File: config.mk
export PLATFORM = sky130hd
export DESIGN_NAME = ringcounter_seq_ctrl
export DESIGN_NICKNAME = d
export VERILOG_FILES = /design/src/rtl/ringcounter_seq_ctrl.sv
export SDC_FILE = /design/constraint.sdc
export NUM_CORES = 1
export LEC_CHECK = 0
export CAP_MARGIN = 5
export CORE_ASPECT_RATIO = 1.25
export CORE_UTILIZATION = 59
export DETAILED_ROUTE_END_ITERATION = 10
export PLACE_DENSITY = 0.86
export SLEW_MARGIN = 20
export SYNTH_ARGS = -nofsm -noshare
export SYNTH_HDL_FRONTEND = slang
export SYNTH_SLANG_ARGS = --single-unit
File: constraint.sdc
create_clock -name mclk -period 3.2 [get_ports mclk]
set_input_delay 0.32 -clock mclk [delete_from_list [all_inputs] [get_ports mclk]]
set_output_delay 0.32 -clock mclk [all_outputs]
set_load 0.1 [all_outputs]
File: src/rtl/ringcounter_seq_ctrl.sv
// Run/pause/stop sequencer for a one-hot LED ring with a built-in step divider.
// Define RCTRL_BOUNCE_EN to enable ping-pong at the ring ends; otherwise wrap only.
module ringcounter_seq_ctrl #(
  parameter int WIDTH    = 8,
  parameter int DIV_W    = 24,
  parameter int DIV_BASE = 12_500_000
) (
  input  logic             mclk,
  input  logic             rst,
  input  logic             start,
  input  logic             stop,
  input  logic             dir_tgl,
  input  logic [1:0]       speed_sel,
  input  logic             bounce,
  output logic [WIDTH-1:0] cnt,
  output logic             dir,
  output logic             tick,
  output logic [1:0]       state
);

  typedef enum logic [1:0] {
    S_IDLE  = 2'b00,
    S_RUN   = 2'b01,
    S_PAUSE = 2'b10
  } state_e;

  localparam logic [WIDTH-1:0] ONE =
    {{(WIDTH-1){1'b0}}, 1'b1};
  localparam logic [WIDTH-1:0] TWO = ONE << 1;
  localparam logic [WIDTH-1:0] MSB = ONE << (WIDTH-1);
  localparam logic [WIDTH-1:0] SUB_MSB = ONE << (WIDTH-2);
  localparam logic [DIV_W-1:0] BASE = DIV_W'(DIV_BASE);

  state_e           state_q, state_d;
  logic [WIDTH-1:0] cnt_q, cnt_d;
  logic             dir_q, dir_d;
  logic [DIV_W-1:0] div_q, div_d;
  logic             tick_q, tick_d;

  logic [DIV_W-1:0] period_m1;
  logic             cnt_onehot;
  logic             at_msb;
  logic             at_lsb;
  logic [WIDTH-1:0] step_cnt;
  logic             flip;
  logic             step;

  // speed_sel is live: the period follows it every cycle
  assign period_m1 = (BASE >> speed_sel) - DIV_W'(1);

  assign cnt_onehot = (cnt_q != '0) &&
    ((cnt_q & (cnt_q - ONE)) == '0);
  assign at_msb = cnt_q[WIDTH-1];
  assign at_lsb = cnt_q[0];

`ifndef RCTRL_BOUNCE_EN
  logic unused_bounce;
  assign unused_bounce = bounce;
`endif

  // next ring position and end-bounce flip for a step
  always_comb begin
    step_cnt = cnt_q;
    flip     = 1'b0;
    unique case (1'b1)
      !cnt_onehot: begin
        step_cnt = dir_q ? MSB : ONE;
      end
      cnt_onehot && !dir_q && at_msb: begin
`ifdef RCTRL_BOUNCE_EN
        if (bounce) begin
          step_cnt = SUB_MSB;
          flip     = 1'b1;
        end else begin
          step_cnt = ONE;
        end
`else
        step_cnt = ONE;
`endif
      end
      cnt_onehot && !dir_q && !at_msb: begin
        step_cnt = cnt_q << 1;
      end
      cnt_onehot && dir_q && at_lsb: begin
`ifdef RCTRL_BOUNCE_EN
        if (bounce) begin
          step_cnt = TWO;
          flip     = 1'b1;
        end else begin
          step_cnt = MSB;
        end
`else
        step_cnt = MSB;
`endif
      end
      cnt_onehot && dir_q && !at_lsb: begin
        step_cnt = cnt_q >> 1;
      end
      default: begin
        step_cnt = cnt_q;
      end
    endcase
  end

  // sequencer FSM, divider and ring next-state
  always_comb begin
    state_d = state_q;
    cnt_d   = cnt_q;
    dir_d   = dir_q;
    div_d   = div_q;
    step    = 1'b0;
    case (state_q)
      S_IDLE: begin
        cnt_d = ONE;
        div_d = '0;
        dir_d = dir_q ^ dir_tgl;
        if (start && !stop)
          state_d = S_RUN;
      end
      S_RUN: begin
        step  = (div_q >= period_m1);
        div_d = step ? '0 : div_q + DIV_W'(1);
        if (step)
          cnt_d = step_cnt;
        dir_d = dir_q ^ dir_tgl ^ (step & flip);
        if (stop)
          state_d = S_PAUSE;
      end
      S_PAUSE: begin
        if (stop) begin
          state_d = S_IDLE;
          cnt_d   = ONE;
          div_d   = '0;
        end else if (start) begin
          state_d = S_RUN;
        end
      end
      default: begin
        state_d = S_IDLE;
        cnt_d   = ONE;
        div_d   = '0;
      end
    endcase
    tick_d = step;
  end

  // state registers
  always_ff @(posedge mclk or posedge rst) begin
    if (rst) begin
      state_q <= S_IDLE;
      cnt_q   <= ONE;
      dir_q   <= 1'b0;
      div_q   <= '0;
      tick_q  <= 1'b0;
    end else begin
      state_q <= state_d;
      cnt_q   <= cnt_d;
      dir_q   <= dir_d;
      div_q   <= div_d;
      tick_q  <= tick_d;
    end
  end

  assign cnt   = cnt_q;
  assign dir   = dir_q;
  assign tick  = tick_q;
  assign state = state_q;

endmodule

Yosys cells after proc, flatten, opt, wreduce, memory -nomap -nowiden. Cells that the tools add are included.

Register bits: 36. Input port bits: 8. Output and inout bits: 12. Logic and storage cells: 53.

Add/subtract/negate cells: 3. Order comparisons: 1. Equal/unequal tests: 8. Shifts and indexed selects: 1. Multiplexer cells: 14. Bitwise logic cells: 2. Reductions and logical operators: 19.

Operators by type and width (number): 24-bit two-way mux (2); 24-bit one-hot mux with 2 select lines (1); 8-bit one-hot mux with 5 select lines (1); 24-bit by 1-bit adder with 24-bit output, second input constant (1); 24-bit greater-or-equal comparator (1); 8-bit two-way mux (3); 24-bit by 2-bit >> shifter with 24-bit output, first input constant (1); 24-bit by 1-bit subtractor with 24-bit output, second input constant (1); 8-bit one-hot mux with 2 select lines (1); 8-bit AND (1); 1-bit logical AND (8); 8-bit logical NOT (1); 2-bit two-way mux (4); 2-bit != test, second input constant (4); 8-bit nonzero test (1); 8-bit by 1-bit subtractor with 8-bit output, second input constant (1); 6-bit != test, second input constant (1); 2-bit one-hot mux with 3 select lines (1); 3-bit AND reduction (2); 1-bit logical NOT (5); 3-bit != test, second input constant (1); 2-bit by 1-bit equality test with 1-bit output, second input constant (1); 2-bit equality test, second input constant (1); 2-bit logical NOT (1); 3 further kinds (3).

Depth between registers and ports, before layout. Gate-level depths: netlist of run 1.

Depth after elaboration: 9. Depth in mapped cells: 14.

Worst setup path before layout of run 1. OpenSTA, ideal clock, no wires.

Kind: input to register. From: in speed_sel[1]. To: reg cnt_q[4], in the netlist cnt[4]. Setup time: 0.096 ns. Arrival: 2.421 ns. Setup slack: 0.683 ns. Stages on the path: 12. Cells stage by stage: inv_1 > nor2_1 > inv_1 > ha_1 > ha_1 > o21a_1 > a211oi_1 > o41a_1 > a31o_1 > buf_6 > a21o_4 > o32ai_2.

Cells in the longest elaborated chain, start to end: 5.

Ends and longest elaborated chain: start: declaration (RTL line 13) `input logic [1:0] speed_sel,`; 24-bit by 2-bit >> shifter with 24-bit output (RTL line 49) `assign period_m1 = (BASE >> speed_sel) - DIV_W'(1);`; 24-bit by 1-bit subtractor with 24-bit output (RTL line 49); 24-bit greater-or-equal comparator (RTL line 121) `step = (div_q >= period_m1);`; 2-bit != test (no line); 3-bit AND reduction (no line); end signal: assignment (RTL line 157) `cnt_q <= cnt_d;`; end: declaration (RTL line 35) `logic [WIDTH-1:0] cnt_q, cnt_d;`.

Every way passes these cells. A chain may end at the register's enable or synchronous reset.

Final worst setup path of run 1.
From: in speed_sel[0]. To: reg div_q[9].

Cells in the longest elaborated chain, start to end: 5.

Ends and longest elaborated chain: 24-bit by 2-bit >> shifter with 24-bit output (RTL line 49); 24-bit by 1-bit subtractor with 24-bit output (RTL line 49); 24-bit greater-or-equal comparator (RTL line 121); 24-bit two-way mux (RTL line 122) `div_d = step ? '0 : div_q + DIV_W'(1);`; 24-bit one-hot mux with 2 select lines (RTL line 112) `case (state_q)`; end signal: assignment (RTL line 159) `div_q <= div_d;`; end: declaration (RTL line 37) `logic [DIV_W-1:0] div_q, div_d;`.

Every way passes these cells.

==> results.py, run 1 <==
metrics = {
    "logic_synthesis": {
        "synthCells": 296,
        "avgSynthCellArea_um2": 8.70,
        "synthAdderAreaFrac": 0.106,
        "synth_largest_area_cell": "dfrtp_1",
        "ys.flop_type": "dfrtp_1",
        "synth_top_family_by_area": "simple AND/OR/NAND/NOR gates",
        "synth_compound_area_frac": 0.191,
        "muxShareOfSynthArea": 0,
        "synth-async-reset-ratio": 1.00,
        "yosysSeqAreaShare": 0.350,
        "syn_area_um2": 2570,
        "yosys-top-cells-area": "dfrtp_1 (34%), ha_1 (10%), nor2_1 (6.1%)",
        "synth.ff_latch_count": 36,
        "ys_types": 56,
        "synth_xor_area_frac": 0.0680,
        "synth_top_area_frac": 0.340,
        "yosysWarnings": 0,
        "synth-edff-count": 0,
        "synth-simple-area-share": 0.221,
    },
    "final_layout": {
        "drive_gt1_frac": 0.137,
        "diodes": 0,
        "syn2layout_area_growth_pct": 17.1,
        "nFillCells": 311,
        "fin_util": 0.730,
        "fin_cells": 385,
        "fin_nets": 357,
    },
    "clock_tree": {
        "cts_buffer_depth": 2,
        "cts_tree": "done",
        "numCtsBuffers": 5,
        "hold_buffers": 0,
        "root_buffer": "clkbuf_8",
        "cts_sinks": 36,
        "post_cts_resized": 0,
        "clk_latency_ns": 0.30,
        "cts.clk_slew.worst_paths_ns": 0.08,
        "post-cts-setup-buffers": 0,
        "htreeDepth": 2,
    },
    "timing": {
        "skew_ns": 0.0124,
        "drv_slew": 0,
        "final.setup.tns_ns": 0,
        "finalHoldViolations": 0,
        "setup_viol": 0,
        "max_freq_ghz": 0.342,
        "post-route-min-period_ns": 2.93,
        "relSlewSlack": 0.355,
        "tightest_slew_ns": 0.964,
        "fin_crit_sh": 0.915,
        "rsz0062_at_grt": "no",
    },
    "pwr": {
        "p_per_area_nw_per_um2": 377,
        "peakVddDrop_uv": 286,
        "finalPower_mw": 1.14,
        "leakage_nw": 1.32,
    },
    "setup_path": {
        "critical_path_class": "input pin to register",
        "arrival_ns": 3.12,
        "crit_fanout": 11,
        "cp-end-kind": "register",
        "critPathLaunchType": "input pin",
        "critical_path_required_ns": 3.39,
    },
    "route": {
        "first_pass_iters": 4,
        "vias_per_cell": 5.88,
        "antenna_left": 0,
        "vias": 2265,
        "drt-initial-drc-count": 177,
        "routed_wl_um": 5570,
        "wl_per_cell_um": 14.5,
        "drc": 0,
    },
    "hold_path": {
        "hp-class": "input pin to async pin",
    },
    "die": {
        "start_util": 0.623,
        "pin_count": 20,
        "num_rows": 26,
        "die_h_um": 75.9,
        "die_w_um": 61.1,
        "fp.dieArea_um2": 4630,
        "core_um2": 4130,
    },
    "global_routing": {
        "grt_overflow_total": 0,
        "grt_max_degree": 37,
        "grt_pass1_vias": 2116,
        "grt_usage": 0.273,
        "grt_antenna_before_repair": 0,
        "grt_first_pass_wirelength_um": 9350,
    },
    "placement": {
        "port_buffers": 18,
        "place_inst": 377,
        "routabilityCongestion": 0.847,
        "dp_hpwl_um": 4240,
    },
    "outcome": {
        "status": "completed",
    },
    "flow_run": {
        "drv_cap": 0,
    },
}
worst max-delay path: stages:
cell             delay [ns]
clkdlybuf4s50_1        0.55
buf_4                  0.16
nor2b_4                0.04
inv_1                  0.07
ha_1                   0.15
nand2_1                0.05
ha_1                   0.18
or3_2                  0.47
a211oi_1               0.21
o41a_1                 0.17
a31o_1                 0.20
buf_12                 0.14
nand2_1                0.12
o31ai_1                0.28
final timing paths:
kind,from,end,slack [ns],depth (start not counted)
worst max register to register,div_q[17],div_q[9],0.69,7
worst min-delay path,rst,div_q[23],0.42,3
max in group asynchronous,rst,cnt[0],2.42,3
worst max-delay path,speed_sel[0],div_q[9],0.27,14
worst min register to register,div_q[23],div_q[23],0.56,2
min in group mclk,div_q[23],div_q[23],0.56,2
sequential cells by signal, summed over array words and instances (netlist names):
signal,flops
dir,1
cnt,8
state,2
tick,1
div_q,24
placed cells by master, fill, tap and decap left out, types with 2 or more instances in the layout:
master | Yosys | final
nor2_1 | 42 | 42
dfrtp_1 | 35 | 35
nand2_1 | 27 | 27
inv_1 | 23 | 23
ha_1 | 21 | 21
buf_4 | 1 | 17
clkdlybuf4s50_1 | 0 | 16
nand3_1 | 12 | 12
xnor2_1 | 12 | 12
a21oi_1 | 11 | 11
o21ai_0 | 9 | 9
xor2_1 | 8 | 8
a22o_1 | 7 | 7
o22ai_1 | 6 | 6
nand4_1 | 6 | 6
clkbuf_8 | 0 | 5
a31oi_1 | 4 | 4
a31o_2 | 4 | 4
and3_1 | 4 | 4
nor3_1 | 4 | 4
a211oi_1 | 3 | 3
or4_1 | 3 | 3
conb_1 | 2 | 3
o21a_1 | 2 | 2
nor2b_1 | 2 | 2
and2_1 | 2 | 2
nand2b_1 | 2 | 2
nor4_1 | 2 | 2
o2111ai_1 | 2 | 2
and4_1 | 2 | 2
o32ai_2 | 2 | 2
or2_2 | 2 | 2
o2bb2ai_1 | 2 | 2
buf_12 | 0 | 2
per-layer routing:
metal / vias to the layer above / part of all wire / track usage
met5: - / 0 / 0
met2: 51 / 0.50 / 0.475
met3: 14 / 0.024 / 0.0374
met4: 0 / 0.029 / 0.136
met1: 1087 / 0.45 / 0.324
li1: 1113 / - / -
stage by stage:
| step | hold WS, ns | setup slack, ns | area [um^2] |
|---|---|---|---|
| final | 0.420 | 0.273 | 3010 |
| after global routing | 0.509 | 0.0793 | 3010 |
| after CTS | 0.440 | 0.254 | 3010 |
| after detailed placement | 0.553 | -0.0380 | 2910 |
| after global placement | 0.544 | 0.0315 | 2910 |
| after floorplan | 0.383 | 0.683 | 2580 |
where the power goes:
group / switching, mW / internal, mW
clock: 0.173 / 0.231
sequential: 0.0168 / 0.466
combinational: 0.164 / 0.0853
total: 0.354 / 0.782
synth_stat cells, types with 3 or more instances:
cell type	number
ha_1	21
a22o_1	7
nand2_1	27
dfrtp_1	35
o22ai_1	6
o21ai_0	9
or4_1	3
nor2_1	42
nand4_1	6
buf_6	3
inv_1	23
and3_1	4
a211oi_1	3
a21oi_1	11
xnor2_1	12
xor2_1	8
a31oi_1	4
clkbuf_1	5
nor3_1	4
nand3_1	12
a31o_2	4
cells by family after synthesis:
family                   Yosys count
AO/OA/AOI/OAI                     65
XOR/XNOR                          20
adder cells (fa/ha/maj)           22
buffers and inverters             34
flip-flops                        36
other                              2
AND/OR/NAND/NOR                  117
cell type report:
class / instances / area, um^2 / area share
Clock inverter: 2 / 35.0 / 0.0116
Clock buffer: 6 / 72.6 / 0.0241
Multi-Input combinational cell: 227 / 1520 / 0.504
Tap cell: 56 / 70.1 / 0.0232
Sequential cell: 36 / 902 / 0.299
Inverter: 23 / 86.3 / 0.0286
Timing Repair Buffer: 35 / 328 / 0.109
(Power assumes the default switching activity.)
==> run 2: changes to the inputs <==
CTS_CLUSTER_SIZE = 8   (was default)
==> results of run 2 <==
The final DEF is identical to that of run 1; final timing and power are the same.
